==> config.mk <==
export PLATFORM = sky130hd
export DESIGN_NAME = hazard_ctrl
export DESIGN_NICKNAME = d
export VERILOG_FILES = /design/src/rtl/hazard_ctrl.sv
export SDC_FILE = /design/constraint.sdc
export NUM_CORES = 1
export LEC_CHECK = 0
export ABC_AREA = 1
export BUFFER_PORTS_ARGS = -buffer_cell sky130_fd_sc_hd__buf_2
export CAP_MARGIN = 5
export CORE_MARGIN = 1
export CORE_UTILIZATION = 47
export CTS_BUF_LIST = sky130_fd_sc_hd__clkbuf_2
export DETAILED_ROUTE_END_ITERATION = 8
export PLACE_DENSITY = 0.94
export SLEW_MARGIN = 0
export SYNTH_ARGS = -nofsm -noshare
export SYNTH_HDL_FRONTEND = slang
export SYNTH_SLANG_ARGS = --single-unit
==> constraint.sdc <==
create_clock -name clk -period 1.8 [get_ports clk]
set_input_delay 0.09 -clock clk [delete_from_list [all_inputs] [get_ports clk]]
set_output_delay 0.09 -clock clk [all_outputs]
set_load 0.05 [all_outputs]
==> src/rtl/hazard_ctrl.sv <==
// Pipeline hazard controller: forwarding selects, stall/flush enables and a memory-wait FSM with timeout.
// Optional HAZARD_PERF_EN adds saturating 32-bit performance counters.
module hazard_ctrl #(
  parameter int unsigned RA_W     = 4,
  parameter int unsigned MAX_WAIT = 15,
  parameter int unsigned CNT_W    = 4
) (
  input  logic             clk,
  input  logic             reset,
  input  logic [RA_W-1:0]  RA1D,
  input  logic [RA_W-1:0]  RA2D,
  input  logic [RA_W-1:0]  RA1E,
  input  logic [RA_W-1:0]  RA2E,
  input  logic [RA_W-1:0]  WA3E,
  input  logic [RA_W-1:0]  WA3M,
  input  logic [RA_W-1:0]  WA3W,
  input  logic             RegWriteE,
  input  logic             RegWriteM,
  input  logic             RegWriteW,
  input  logic             MemtoRegE,
  input  logic             PCSrcD,
  input  logic             PCSrcE,
  input  logic             PCSrcM,
  input  logic             PCSrcW,
  input  logic             BranchTakenE,
  input  logic             MemReqM,
  input  logic             MemReadyM,
  output logic [1:0]       ForwardAE,
  output logic [1:0]       ForwardBE,
  output logic             StallF,
  output logic             StallD,
  output logic             StallE,
  output logic             StallM,
  output logic             FlushD,
  output logic             FlushE,
  output logic             FlushW,
  output logic             MemErr,
  output logic [CNT_W-1:0] MemWaitCnt
`ifdef HAZARD_PERF_EN
  ,
  output logic [31:0]      PerfLdStall,
  output logic [31:0]      PerfMemStall,
  output logic [31:0]      PerfFlush
`endif
);

  localparam logic [RA_W-1:0]  PC_REG  = RA_W'(15);
  localparam logic [CNT_W-1:0] CNT_MAX = CNT_W'(MAX_WAIT);

  typedef enum logic [1:0] {
    S_RUN  = 2'd0,
    S_WAIT = 2'd1,
    S_ERR  = 2'd2
  } state_t;

  state_t           state, state_nxt;
  logic [CNT_W-1:0] wait_cnt, cnt_nxt;
  logic             err_nxt;
  logic             ldrstall;
  logic             pc_pend;
  logic             freeze;

  // M-stage result wins over W; the PC register always reads from the regfile path.
  function automatic logic [1:0] fwd_sel(
    input logic [RA_W-1:0] ra,
    input logic            rwm,
    input logic [RA_W-1:0] wam,
    input logic            rww,
    input logic [RA_W-1:0] waw
  );
    if (ra == PC_REG)             return 2'b00;
    else if (rwm && (wam == ra))  return 2'b10;
    else if (rww && (waw == ra))  return 2'b01;
    else                          return 2'b00;
  endfunction

  // State register
  always_ff @(posedge clk) begin
    if (reset) begin
      state    <= S_RUN;
      wait_cnt <= '0;
      MemErr   <= 1'b0;
    end else begin
      state    <= state_nxt;
      wait_cnt <= cnt_nxt;
      MemErr   <= err_nxt;
    end
  end

  // Next state and stage controls
  always_comb begin
    state_nxt = state;
    cnt_nxt   = wait_cnt;
    err_nxt   = MemErr;
    freeze    = 1'b0;

    ldrstall = MemtoRegE & RegWriteE & ((WA3E == RA1D) | (WA3E == RA2D));
    pc_pend  = PCSrcD | PCSrcE | PCSrcM;

    ForwardAE = fwd_sel(RA1E, RegWriteM, WA3M, RegWriteW, WA3W);
    ForwardBE = fwd_sel(RA2E, RegWriteM, WA3M, RegWriteW, WA3W);

    StallF = ldrstall | pc_pend;
    StallD = ldrstall;
    StallE = 1'b0;
    StallM = 1'b0;
    FlushD = pc_pend | PCSrcW | BranchTakenE;
    FlushE = ldrstall | BranchTakenE;
    FlushW = 1'b0;

    case (state)
      S_RUN: begin
        if (MemReqM && !MemReadyM) begin
          state_nxt = S_WAIT;
          cnt_nxt   = CNT_W'(1);
          freeze    = 1'b1;
        end
      end
      S_WAIT: begin
        if (MemReadyM) begin
          state_nxt = S_RUN;
          cnt_nxt   = '0;
        end else begin
          freeze = 1'b1;
          if (wait_cnt == CNT_MAX) begin
            state_nxt = S_ERR;
            err_nxt   = 1'b1;
          end else if (wait_cnt != '1) begin
            cnt_nxt = wait_cnt + CNT_W'(1);
          end
        end
      end
      S_ERR: begin
        freeze = 1'b1;
      end
      default: begin
        state_nxt = S_RUN;
      end
    endcase

    // Hold every stage and bubble writeback while memory is outstanding or dead.
    if (freeze) begin
      StallF = 1'b1;
      StallD = 1'b1;
      StallE = 1'b1;
      StallM = 1'b1;
      FlushD = 1'b0;
      FlushE = 1'b0;
      FlushW = 1'b1;
    end

    if (reset) begin
      ForwardAE = 2'b00;
      ForwardBE = 2'b00;
      StallF    = 1'b0;
      StallD    = 1'b0;
      StallE    = 1'b0;
      StallM    = 1'b0;
      FlushD    = 1'b1;
      FlushE    = 1'b1;
      FlushW    = 1'b1;
    end
  end

  assign MemWaitCnt = wait_cnt;

`ifdef HAZARD_PERF_EN
  // Saturating event counters
  always_ff @(posedge clk) begin
    if (reset) begin
      PerfLdStall  <= '0;
      PerfMemStall <= '0;
      PerfFlush    <= '0;
    end else begin
      if ((state == S_RUN) && ldrstall && (PerfLdStall != '1))
        PerfLdStall <= PerfLdStall + 32'd1;
      if ((state == S_WAIT) && (PerfMemStall != '1))
        PerfMemStall <= PerfMemStall + 32'd1;
      if ((state == S_RUN) && FlushE && (PerfFlush != '1))
        PerfFlush <= PerfFlush + 32'd1;
    end
  end
`endif

endmodule
==> impl_metrics.env <==
export IMPL_crit_top_cell="nand2_1"
export IMPL_max_stage_delay_ns=0.36
export IMPL_ios=57
export IMPL_drive_above_1_share=0.347
export IMPL_regArea_um2=140
export IMPL_drc=0
export IMPL_synth_cells=166
export IMPL_clock_skew_ns=0.00508
export IMPL_syn_area_per_cell_um2=5.37
export IMPL_worst_path_buf_inv=2
export IMPL_syn_nets=208
export IMPL_wirelength_um=2320
export IMPL_htree_levels=1
export IMPL_fillCellCount=182
export IMPL_slowest_stage="dfxtp_1"
export IMPL_start_kind="flip-flop"
export IMPL_syn_cell_area_um2=892
export IMPL_hold_viol=0
export IMPL_slew_violations=0
export IMPL_via_per_inst=4.68
export IMPL_diodes=0
export IMPL_dp_hpwl_um=2020
export IMPL_area_growth_pct=36.3
export IMPL_worst_path_stages=8
export IMPL_coreArea_um2=1750
export IMPL_setup_ws_ns=0.207
export IMPL_p_per_area_nw_per_um2=444
export IMPL_mostFrequentLayoutCell="buf_2"
export IMPL_grt_max_degree=11
export IMPL_grt_pass1_wl_um=3710
export IMPL_crit_type="reg -> out"
export IMPL_postRouteAntennaNets=0
export IMPL_initial_core_util=0.511
export IMPL_hold_class="in -> reg"
export IMPL_die_area_um2=2080
export IMPL_relSlewSlack=0.834
export IMPL_place_ws_ns=0.444
export IMPL_reg2reg_to="MemWaitCnt[2]"
export IMPL_numPortBuffers=56
export IMPL_nNetsFinal=268
export IMPL_cts_root_buf="clkbuf_2"
export IMPL_clk_pin_slew_worst_paths_ns=0.07
export IMPL_maxCapViolations=0
export IMPL_cts_resized=0
export IMPL_reg2reg_setup_slack_ns=0.39
export IMPL_wl_per_cell_um=9.27
export IMPL_rsz0062_at_grt="no"
export IMPL_startpoint="state[1]"
export IMPL_cts_sinks=7
export IMPL_ir_drop_v=0.000327
export IMPL_fin_crit_ns=1.59
export IMPL_crit_arrival_ns=1.50
export IMPL_first_global_vias=1008
export IMPL_drt_first_pass_iters=4
export IMPL_crit_end="StallF"
export IMPL_tns_ns=0
export IMPL_seq_area_frac_synth=0.157
export IMPL_cp_top_family="simple AND/OR/NAND/NOR gates"
export IMPL_worstPathRequired_ns=1.71
export IMPL_finalSetupViolCount=0
export IMPL_cp_cell_sequence="nor2_2, nand2_1, nand3_2, inv_1, nand2_1, nand2_1, nand2_1, buf_2"
export IMPL_p_leak_nw=0.741
export IMPL_rr_startpoint="MemWaitCnt[0]"
export IMPL_cts_buffer_depth=2
export IMPL_ys_warn_count=0
export IMPL_first_iter_violations=26
export IMPL_worstRegToRegCells=8
export IMPL_clock_latency_ns=0.22
export IMPL_hold_buffers=0
export IMPL_multi_input_area_um2=619
export IMPL_period_share=0.885
export IMPL_antenna_found_initial=0
export IMPL_worstMarginPinSlew_ns=0.248
export IMPL_postCtsSetupRepairBufs=0
export IMPL_ys_types=27
export IMPL_grt_overflow_total=0
export IMPL_grtUsageTotal=0.236
export IMPL_critical_path_max_fanout=4
export IMPL_die_h_um=45.6
export IMPL_ys_ff_latch=7
export IMPL_vias=1170
export IMPL_cts_tree="done"
export IMPL_fmax_ghz=0.628
export IMPL_die_x_um=45.6
export IMPL_gp_congestion=0.828
export IMPL_cts_buffers=3
export IMPL_rows=15
export IMPL_final_cell_mix="56 x buf_2, 53 x nand2_1, 27 x inv_1"
export IMPL_outcome="finished clean"
export IMPL_critPathCaptureType="output pin"
-- per-stage QoR --
stage | utilization | total power [mW] | hold WS (ns) | cell area (um2) | instances
2_1_floorplan | - | 0.338 | 0.152 | 892 | 166
3_3_place_gp | 0.685 | 0.426 | 0.367 | 1200 | 246
3_5_place_dp | 0.685 | 0.431 | 0.373 | 1200 | 246
4_1_cts | 0.697 | 0.543 | 0.138 | 1220 | 250
5_1_grt | 0.697 | 0.583 | 0.129 | 1220 | 250
6_report | 0.697 | 0.540 | 0.142 | 1220 | 250
-- layout make-up --
| cell class | instances | share of cell area |
|---|---|---|
| clock buffers | 4 | 0.0165 |
| inverters | 32 | 0.103 |
| multi-input cells | 126 | 0.509 |
| flip-flops and latches | 7 | 0.115 |
| well taps | 25 | 0.0257 |
| repair buffers | 56 | 0.230 |
-- flip-flops by register name, summed over array words and instances (netlist names) --
register,count
MemErr,1
MemWaitCnt,4
state,2
-- kinds of logic after synthesis --
kind of cell,after synthesis,share of synthesized area
flops,7,0.157
simple gates,98,0.491
xor+xnor,4,0.0393
buf+inv,33,0.149
fa+ha+maj,1,0.0140
compound gates,23,0.150
-- power breakdown --
| part | total (mW) | switching [mW] | internal [mW] |
|---|---|---|---|
| Clock | 0.111 | 0.0521 | 0.0591 |
| Sequential | 0.166 | 0.00537 | 0.160 |
| Combinational | 0.263 | 0.172 | 0.0907 |
| Total | 0.540 | 0.229 | 0.310 |
-- cell usage after synthesis --
master	n	share of area
xnor2_1	1	0.0098
nor2_4	1	0.013
ha_1	1	0.014
o21ai_0	6	0.034
a21oi_2	1	0.0098
buf_4	1	0.0084
nand3_1	2	0.011
o22ai_1	3	0.021
inv_1	27	0.11
dfxtp_1	7	0.16
nor3_1	1	0.0056
nand2_1	53	0.22
or3_1	1	0.0070
o21ai_1	2	0.011
or2_0	2	0.014
nand3_2	2	0.022
nor2b_1	1	0.0070
nand4_1	5	0.035
inv_2	4	0.017
nor3_2	1	0.011
nor2_1	22	0.093
a21oi_1	10	0.056
xor2_1	3	0.029
nor2_2	3	0.021
nand2_2	4	0.028
clkinv_4	1	0.0098
o21ai_4	1	0.018
-- worst reg2reg max path, cell delays in order (launching register included) --
cell,delay (ns)
dfxtp_1,0.40
ha_1,0.21
nand2_2,0.08
nor2_4,0.11
nand2_1,0.07
nand2_2,0.08
o21ai_4,0.09
a21oi_1,0.19
nor2_1,0.06
-- worst min path at each step --
stage / from / to / cells past startpoint
after floorplan: reset / MemWaitCnt[3] / 1
after global placement: reset / MemWaitCnt[3] / 2
after detailed placement: reset / MemWaitCnt[3] / 2
after CTS: reset / MemWaitCnt[3] / 2
after global routing: reset / MemWaitCnt[3] / 2
final: reset / MemWaitCnt[3] / 2
-- metal layers --
layer / vias up / global-route usage / routed length [um]
met5: - / 0 / 0
met4: 0 / 0.0667 / 0
met3: 0 / 0.0159 / 155
met2: 34 / 0.466 / 1150
met1: 503 / 0.262 / 1010
li1: 633 / - / -
Note: power is estimated with default switching activity, not from simulation.
